`src/rtl/l2_responder_pkg.sv`:
```
// Types shared between the bus controller and the L2 responder.
package l2_responder_pkg;

  typedef logic [31:0] word_t;
  typedef logic [63:0] longWord_t;

  typedef enum logic [1:0] {
    L2_FREE   = 2'b00,
    L2_BUSY   = 2'b01,
    L2_ACCESS = 2'b10,
    L2_ERROR  = 2'b11
  } l2_state_t;

  typedef struct packed {
    logic      wr;
    word_t     addr;
    longWord_t store;
  } l2_req_t;

  // High word of a 64-bit access; wraps modulo 2^32.
  function automatic word_t hi_word_addr(input word_t a);
    return a + 32'd4;
  endfunction

endpackage

```
`src/rtl/l2_timeout_ctr.sv`:
```
// Per-beat stall counter; expired pulses in the busy cycle that brings the
// count up to TIMEOUT, so the owner can leave the beat on that edge.
module l2_timeout_ctr #(
  parameter int unsigned TIMEOUT = 255
) (
  input  logic CLK,
  input  logic nRST,
  input  logic clear,
  input  logic busy,
  output logic expired
);

  localparam int unsigned CW = (TIMEOUT < 2) ? 1 : $clog2(TIMEOUT + 1);

  logic [CW-1:0] cnt_q, cnt_d;

  always_comb begin
    cnt_d = cnt_q;
    if (clear) begin
      cnt_d = '0;
    end else if (busy) begin
      cnt_d = cnt_q + 1'b1;
    end
  end

  assign expired = busy && (cnt_q == CW'(TIMEOUT - 1));

  always_ff @(posedge CLK or negedge nRST) begin
    if (!nRST) begin
      cnt_q <= '0;
    end else begin
      cnt_q <= cnt_d;
    end
  end

endmodule

```
`src/rtl/l2_responder.sv`:
```
// Serves a 64-bit L2 request as two little-endian 32-bit memory beats.
// Responds L2_ACCESS in cycle 3 with no stalls; malformed or stalled-out requests get L2_ERROR.
module l2_responder
  import l2_responder_pkg::*;
#(
  parameter int unsigned TIMEOUT = 255
) (
  input  logic       CLK,
  input  logic       nRST,
  input  logic       l2REN,
  input  logic       l2WEN,
  input  word_t      l2addr,
  input  longWord_t  l2store,
  output longWord_t  l2load,
  output l2_state_t  l2state,
  output logic       mem_ren,
  output logic       mem_wen,
  output word_t      mem_addr,
  output word_t      mem_wdata,
  input  word_t      mem_rdata,
  input  logic       mem_busy
);

  localparam logic [2:0] S_IDLE  = 3'd0;
  localparam logic [2:0] S_BEAT0 = 3'd1;
  localparam logic [2:0] S_BEAT1 = 3'd2;
  localparam logic [2:0] S_RESP  = 3'd3;
  localparam logic [2:0] S_ERR   = 3'd4;

  logic [2:0] state_q, state_d;
  l2_req_t    req_q, req_d;
  word_t      lo_q, lo_d;
  longWord_t  load_q, load_d;

  logic in_beat, hi_beat, beat_done, ctr_busy, expired;

  assign in_beat   = (state_q == S_BEAT0) || (state_q == S_BEAT1);
  assign hi_beat   = (state_q == S_BEAT1);
  assign beat_done = in_beat && !mem_busy;
  assign ctr_busy  = in_beat && mem_busy;

  // Any non-stalled cycle clears, so each beat starts counting from zero.
  l2_timeout_ctr #(
    .TIMEOUT (TIMEOUT)
  ) u_timeout_ctr (
    .CLK     (CLK),
    .nRST    (nRST),
    .clear   (!ctr_busy),
    .busy    (ctr_busy),
    .expired (expired)
  );

  always_comb begin
    state_d = state_q;
    req_d   = req_q;
    lo_d    = lo_q;
    load_d  = load_q;
    l2state = L2_FREE;
    case (state_q)
      S_IDLE: begin
        if (l2REN || l2WEN) begin
          req_d.wr    = l2WEN;
          req_d.addr  = l2addr;
          req_d.store = l2store;
          if ((l2REN && l2WEN) || (l2addr[2:0] != 3'b000)) begin
            state_d = S_ERR;
          end else begin
            state_d = S_BEAT0;
          end
        end
      end
      S_BEAT0, S_BEAT1: begin
        l2state = L2_BUSY;
        if (expired) begin
          state_d = S_ERR;
        end else if (beat_done) begin
          // Low word is staged so l2load only changes on a complete read.
          if (!req_q.wr) begin
            if (hi_beat) begin
              load_d = {mem_rdata, lo_q};
            end else begin
              lo_d = mem_rdata;
            end
          end
          state_d = hi_beat ? S_RESP : S_BEAT1;
        end
      end
      S_RESP: begin
        l2state = L2_ACCESS;
        state_d = S_IDLE;
      end
      S_ERR: begin
        l2state = L2_ERROR;
        state_d = S_IDLE;
      end
      default: begin
        state_d = S_IDLE;
      end
    endcase
  end

  assign mem_ren   = in_beat && !req_q.wr;
  assign mem_wen   = in_beat && req_q.wr;
  assign mem_addr  = !in_beat ? '0 : (hi_beat ? hi_word_addr(req_q.addr) : req_q.addr);
  assign mem_wdata = !in_beat ? '0 : (hi_beat ? req_q.store[63:32] : req_q.store[31:0]);
  assign l2load    = load_q;

  always_ff @(posedge CLK or negedge nRST) begin
    if (!nRST) begin
      state_q <= S_IDLE;
      req_q   <= '0;
      lo_q    <= '0;
      load_q  <= '0;
    end else begin
      state_q <= state_d;
      req_q   <= req_d;
      lo_q    <= lo_d;
      load_q  <= load_d;
    end
  end

endmodule
```
`config.mk`:
```
export PLATFORM = sky130hd
export DESIGN_NAME = l2_responder
export DESIGN_NICKNAME = d
export VERILOG_FILES = /design/src/rtl/l2_responder_pkg.sv /design/src/rtl/l2_timeout_ctr.sv /design/src/rtl/l2_responder.sv
export SDC_FILE = /design/constraint.sdc
export NUM_CORES = 1
export LEC_CHECK = 0
export ABC_AREA = 1
export CAP_MARGIN = 20
export CORE_MARGIN = 10
export CORE_UTILIZATION = 45
export DETAILED_ROUTE_END_ITERATION = 10
export PLACE_DENSITY_LB_ADDON = 0.2
export SYNTH_ARGS = -nofsm -noshare
export SYNTH_HDL_FRONTEND = slang
export SYNTH_SLANG_ARGS = --single-unit
```
`constraint.sdc`:
```
create_clock -name CLK -period 2.15 [get_ports CLK]
set_input_delay 0.43 -clock CLK [delete_from_list [all_inputs] [get_ports CLK]]
set_output_delay 0.43 -clock CLK [all_outputs]
set_load 0.01 [all_outputs]
```
Yosys cells after proc, flatten, opt, wreduce, memory -nomap -nowiden
Index checks and enable logic that the tools add are counted.
W data, S select, Z words.
{"block": "classes", "n_addsub": 2, "mul": 0, "n_div": 0, "n_lt_le_gt_ge": 0, "eq_ne": 7, "shifts": 0, "n_mux": 12, "n_bitwise": 3, "reduce_logical": 18}
{"op": "$mux W32", "n": 4}
{"op": "$add A32 B3 Y32 const B", "n": 1}
{"op": "$mux W3", "n": 4}
{"op": "$reduce_and A5 Y1", "n": 2}
{"op": "$add A8 B1 Y8 const B", "n": 1}
{"op": "$eq A8 B8 Y1 const B", "n": 1}
{"op": "$mux W8", "n": 1}
{"op": "$eq A3 B2 Y1 const B", "n": 2}
{"op": "$logic_and A1 B1 Y1", "n": 6}
{"op": "$pmux W2 S3", "n": 1}
{"op": "$pmux W3 S2", "n": 1}
{"op": "$reduce_and A2 Y1", "n": 2}
{"op": "$eq A3 B1 Y1 const B", "n": 1}
{"op": "$eq A3 B3 Y1 const B", "n": 1}
{"op": "$logic_not A3 Y1", "n": 1}
{"op": "$logic_or A1 B1 Y1", "n": 3}
{"op": "$ne A3 B3 Y1 const B", "n": 1}
{"op": "$not A1 Y1", "n": 3}
{"op": "$reduce_bool A3 Y1", "n": 1}
{"op": "$logic_not A1 Y1", "n": 2}
{"op": "$ne A2 B2 Y1 const B", "n": 1}
{"op": "$reduce_or A2 Y1", "n": 1}
{"op": "$mux W1", "n": 1}
{"block": "totals", "reg_bits": 204, "latchBits": 0, "mem_bits_rw": 0, "mem_bits_ro": 0, "input_bits": 133, "output_inout_bits": 132, "elab_cells": 49, "mem_count": 0}

Logic depth before layout (Yosys ltp)
{"block": "depth", "ltp_word": 6, "ltp_mapped": 10, "ltp_nobuf": 10}

By module
A second synthesis with hierarchy kept.
{"block": "unflattened", "cells_unflattened": 987, "hier_area_um2": 9351.5}
{"module": "l2_responder", "instances": 1, "cells_each": 923, "area_each_um2": 8877.3, "seq_area_each_um2": 4904.7}
{"module": "l2_timeout_ctr", "instances": 1, "cells_each": 64, "area_each_um2": 474.2, "seq_area_each_um2": 200.2}

Least setup slack after synthesis
No wires, ideal clock.
{"block": "synth_path", "path_type": "reg-to-output", "from": "register req_q[66] in the netlist's numbering", "to": "output port mem_addr[16]", "arrival_ns": 1.461, "required_ns": 1.720, "path_slack_ns": 0.259, "stages_incl_launch_ff": 10, "n_path_buf": 0, "cell_sequence": "dfrtp_1 > ha_1 > nand3_1 > nor2_4 > nand2_1 > inv_1 > nand2_1 > o21bai_1 > nand2_1 > nor2_1"}
{"block": "synth_between", "elab_chain_len": 3}
{"item": "start, declared", "line": "l2_responder.sv:31", "rtl": "l2_req_t req_q, req_d;"}
{"item": "start signal, assigned", "line": "l2_responder.sv:116", "rtl": "req_q <= req_d;"}
{"item": "$add A32 B3 Y32", "line": "l2_responder_pkg.sv:22", "rtl": "return a + 32'd4;"}
{"item": "$mux W32 (2 in a row)", "line": "l2_responder.sv:104", "rtl": "assign mem_addr = !in_beat ? '0 : (hi_beat ? hi_word_addr(req_q.addr) : req_q.addr);"}
{"item": "end, declared", "line": "l2_responder.sv:18", "rtl": "output word_t mem_addr,"}
No other way between the ends.

Worst setup path in the final report
{"block": "layout_path", "from": "register req_q[67] in the netlist's numbering", "to": "output port mem_addr[16]"}
The elaborated chain is that of the path after synthesis.

==> results.md <==
* Max Slew Vio Count at 0
* Leading post-synthesis cells by cell area: dfrtp_1 (54%), nand2_1 (8.7%), mux2_4 (8.0%), mux2_1 (4.0%), a21oi_1 (3.7%)
* CTS tree: built
* Mapped Nets at 1,098
* Gr ovfl total at 0
* Final Worst Setup Slack at -0.3440 ns
* DRC Markers at 0
* Syn Inst Count at 962
* Final GP Congestion at 0.8981
* Vias in the first global route at 7,977
* Worst Hold Class: in -> async
* Drt total wl at 28,550 µm
* Max VDD drop at 0.8054 mV
* Post-synth EDFFs at 0
* Worst-margin pin slew at 0.5168 ns
* Pin count of the biggest net entering global routing at 65
* First-pass DRT Iterations at 5
* P_leak at 6.817 nW
* CP arrival at 2.06 ns
* Netlist cell types at 33
* Post-synth ARST share at 1.000
* Logic gate share of total power at 0.480
* Rows at 52
* Gr usage total at 0.1967
* Clk pin slew, worst setup/hold paths at 0.07 ns
* Max_slew headroom at 0.6555
* Syn. warnings at 0
* Routed Antenna Nets at 0
* Required @ worst endpoint at 1.72 ns
* Core ar. at 20,430 µm²
* Vias at 7,915
* Sw power at 7.348 mW
* Share of cells above drive strength 1 at 0.2787
* Total CTS buffers at 23
* Top-count cell post-synth: nand2_1
* Yosys reg bits at 204
* # setup viols final at 68
* Initial antenna violation count at 0
* Width of the die at 164.6 µm
* First-pass GRT wire length at 43,130 µm
* RSZ-0062 raised after global routing: yes
* Clock Latency Late Sink at 0.50 ns
* Outcome: complete, but fails checks
* Die ar. at 27,080 µm²
* Most used DFF post-synth: dfrtp_1
* Input/output buffers at 264
* Clk_skew at 0.009965 ns
* Syn-to-layout area delta at 48.79%
* Root Buffer: clkbuf_16
* Accumulated negative setup slack at -15.73 ns
* Sequential area share after synthesis at 0.5428
* Max-Cap Viols at 0
* Dpl ws at -0.2875 ns
* Tmin final at 2.494 ns
* Crit share post-route at 1.160
* I/O pin count at 265
* Endpoints failing hold at 0
* Die height at 164.6 µm
* Post-Syn Area per Cell at 9.775 µm²
* NumNets Final at 1,454
* Initial DRC count at 478
* FMAX at 401.0 MHz
* Detailed Place HPWL at 19,800 µm
* Synth cell count leaders: nand2_1 (219), dfrtp_1 (204), inv_1 (92)
* H-Tree Depth at 1
* Cell area after synthesis at 9404 µm²
* Post-synth top area share at 0.5428
* Filler cell count at 1,586
* Crit Path Class: reg -> out
* Via density at 4.928
* Power per cell area at 1449 nW/µm²
* Initial core utilization at 0.4603
* Drt wl/cell at 17.78 µm
* Critical Path Sink Type: primary output
* Crit path max fanout at 4
* Failing checks: negative setup slack
* Switching Fraction at 0.3623
* Startpoint Class: flip-flop
* Internal cell power at 12.93 mW
* Synth area leader: dfrtp_1
* Clk buf depth at 3
* Clk pwr share at 0.188
* CTS Sinks at 204
* Sequential Power Share at 0.332
[power by group through the flow]
stage | registers, mW | clock network, mW | logic (mW)
2_1_floorplan | 6.80 | 0 | 4.58
3_3_place_gp | 6.66 | 0 | 9.00
3_5_place_dp | 6.73 | 0 | 9.14
4_1_cts | 6.70 | 3.90 | 9.21
5_1_grt | 6.95 | 4.07 | 10.5
6_report | 6.73 | 3.82 | 9.73
[area by class of cell]
cell class / count / area (µm²) / share of cell area
Multi-Input combinational cell: 620 / 4030 / 0.2880
Clock inverter: 10 / 93.84 / 0.006707
Clock buffer: 32 / 639.4 / 0.04569
Timing Repair Buffer: 374 / 3420 / 0.2444
Inverter: 95 / 364.1 / 0.02602
Sequential cell: 204 / 5105 / 0.3648
Tap cell: 270 / 337.8 / 0.02414
Antenna cell: 1 / 2.502 / 0.0001788
[placed cells by master, fill, tap and decap left out, types with 5 or more instances in the layout]
master / n
nand2_1: 209
dfrtp_1: 204
clkdlybuf4s50_1: 195
inv_1: 88
buf_4: 81
nor2_1: 65
buf_2: 63
mux2_4: 50
a21oi_1: 48
o21ai_0: 38
o21ai_1: 35
mux2_1: 33
clkbuf_16: 25
mux2_2: 22
a21oi_2: 20
buf_6: 16
nand3_1: 13
buf_12: 13
nor2_4: 10
nor2_2: 10
nand2_2: 9
nand4_1: 9
nor3_1: 8
o21ai_2: 7
clkbuf_1: 6
inv_2: 5
nand3_2: 5
[registers in the layout (all words and copies together), names as in the netlist]
signal and count:
l2load 64, lo_q 32, req_q 97, state_q 3
u_timeout_ctr.cnt_q 8
[worst max-delay path: stages, from the launching register on]
cell and delay [ns]:
dfrtp_1 0.41, ha_4 0.17, nand3_2 0.09, nor2_4 0.19
nand2_4 0.11, inv_2 0.08, nand2_2 0.07, o21bai_1 0.15
nand2_1 0.08, nor2_1 0.08, buf_2 0.14
[per-stage QoR]
| step | hold slack [ns] | std cells | power (mW) | cell area, µm² | utilization |
|---|---|---|---|---|---|
| 6_report | 0.4375 | 1606 | 20.28 | 13990 | 0.6849 |
| 3_5_place_dp | 0.4485 | 1541 | 15.87 | 12960 | 0.6346 |
| 2_1_floorplan | 0.1344 | 962 | 11.38 | 9404 | - |
| 4_1_cts | 0.4661 | 1595 | 19.80 | 13680 | 0.6694 |
| 3_3_place_gp | 0.4284 | 1541 | 15.67 | 12960 | 0.6346 |
| 5_1_grt | 0.4954 | 1605 | 21.57 | 13990 | 0.6848 |
[final timing paths]
| path | start | cells past startpoint | to | slack [ns] |
|---|---|---|---|---|
| worst max register to register | state_q[1] | 8 | l2load[17] | 0.28 |
| min in group CLK | lo_q[21] | 2 | lo_q[21] | 0.47 |
| worst min register to register | lo_q[21] | 2 | lo_q[21] | 0.47 |
| worst max-delay path | req_q[67] | 10 | mem_addr[16] | -0.34 |
| max in group asynchronous | nRST | 3 | lo_q[25] | 1.02 |
| worst min-delay path | nRST | 2 | req_q[90] | 0.44 |
[metal layers]
metal / GRT usage / vias up / share of wire
met5: 0 / - / 0
met4: 0.05596 / 0 / 0.021
met3: 0.06697 / 38 / 0.088
met2: 0.3094 / 247 / 0.47
met1: 0.2532 / 3799 / 0.42
li1: - / 3831 / -
[logic make-up (layout without fill, tap and decap cells)]
logic type                 count (synthesis)  in the layout  share of synthesized area
buffers and inverters                    138            511                    0.06546
and+or+nand+nor                          353            353                     0.1554
other                                      0              1                          0
adders and majority gates                  3              3                   0.003992
AOI/OAI and AO/OA                        157            157                    0.08475
xor gates and xnor gates                   2              2                   0.001863
muxes                                    105            105                     0.1457
DFF                                      204            204                     0.5428
[timing repair]
item | CTS | global route
buffers inserted | 8 | 9
hold buffers | 1 | 0
pin swaps | 14 | 19
endpoints found under the setup margin | 68 | 68
cloned | 3 | 3
hold endpoints to repair | 49 | 0
gates resized for setup | 344 | 55
Note: power is estimated with default switching activity, not from simulation.
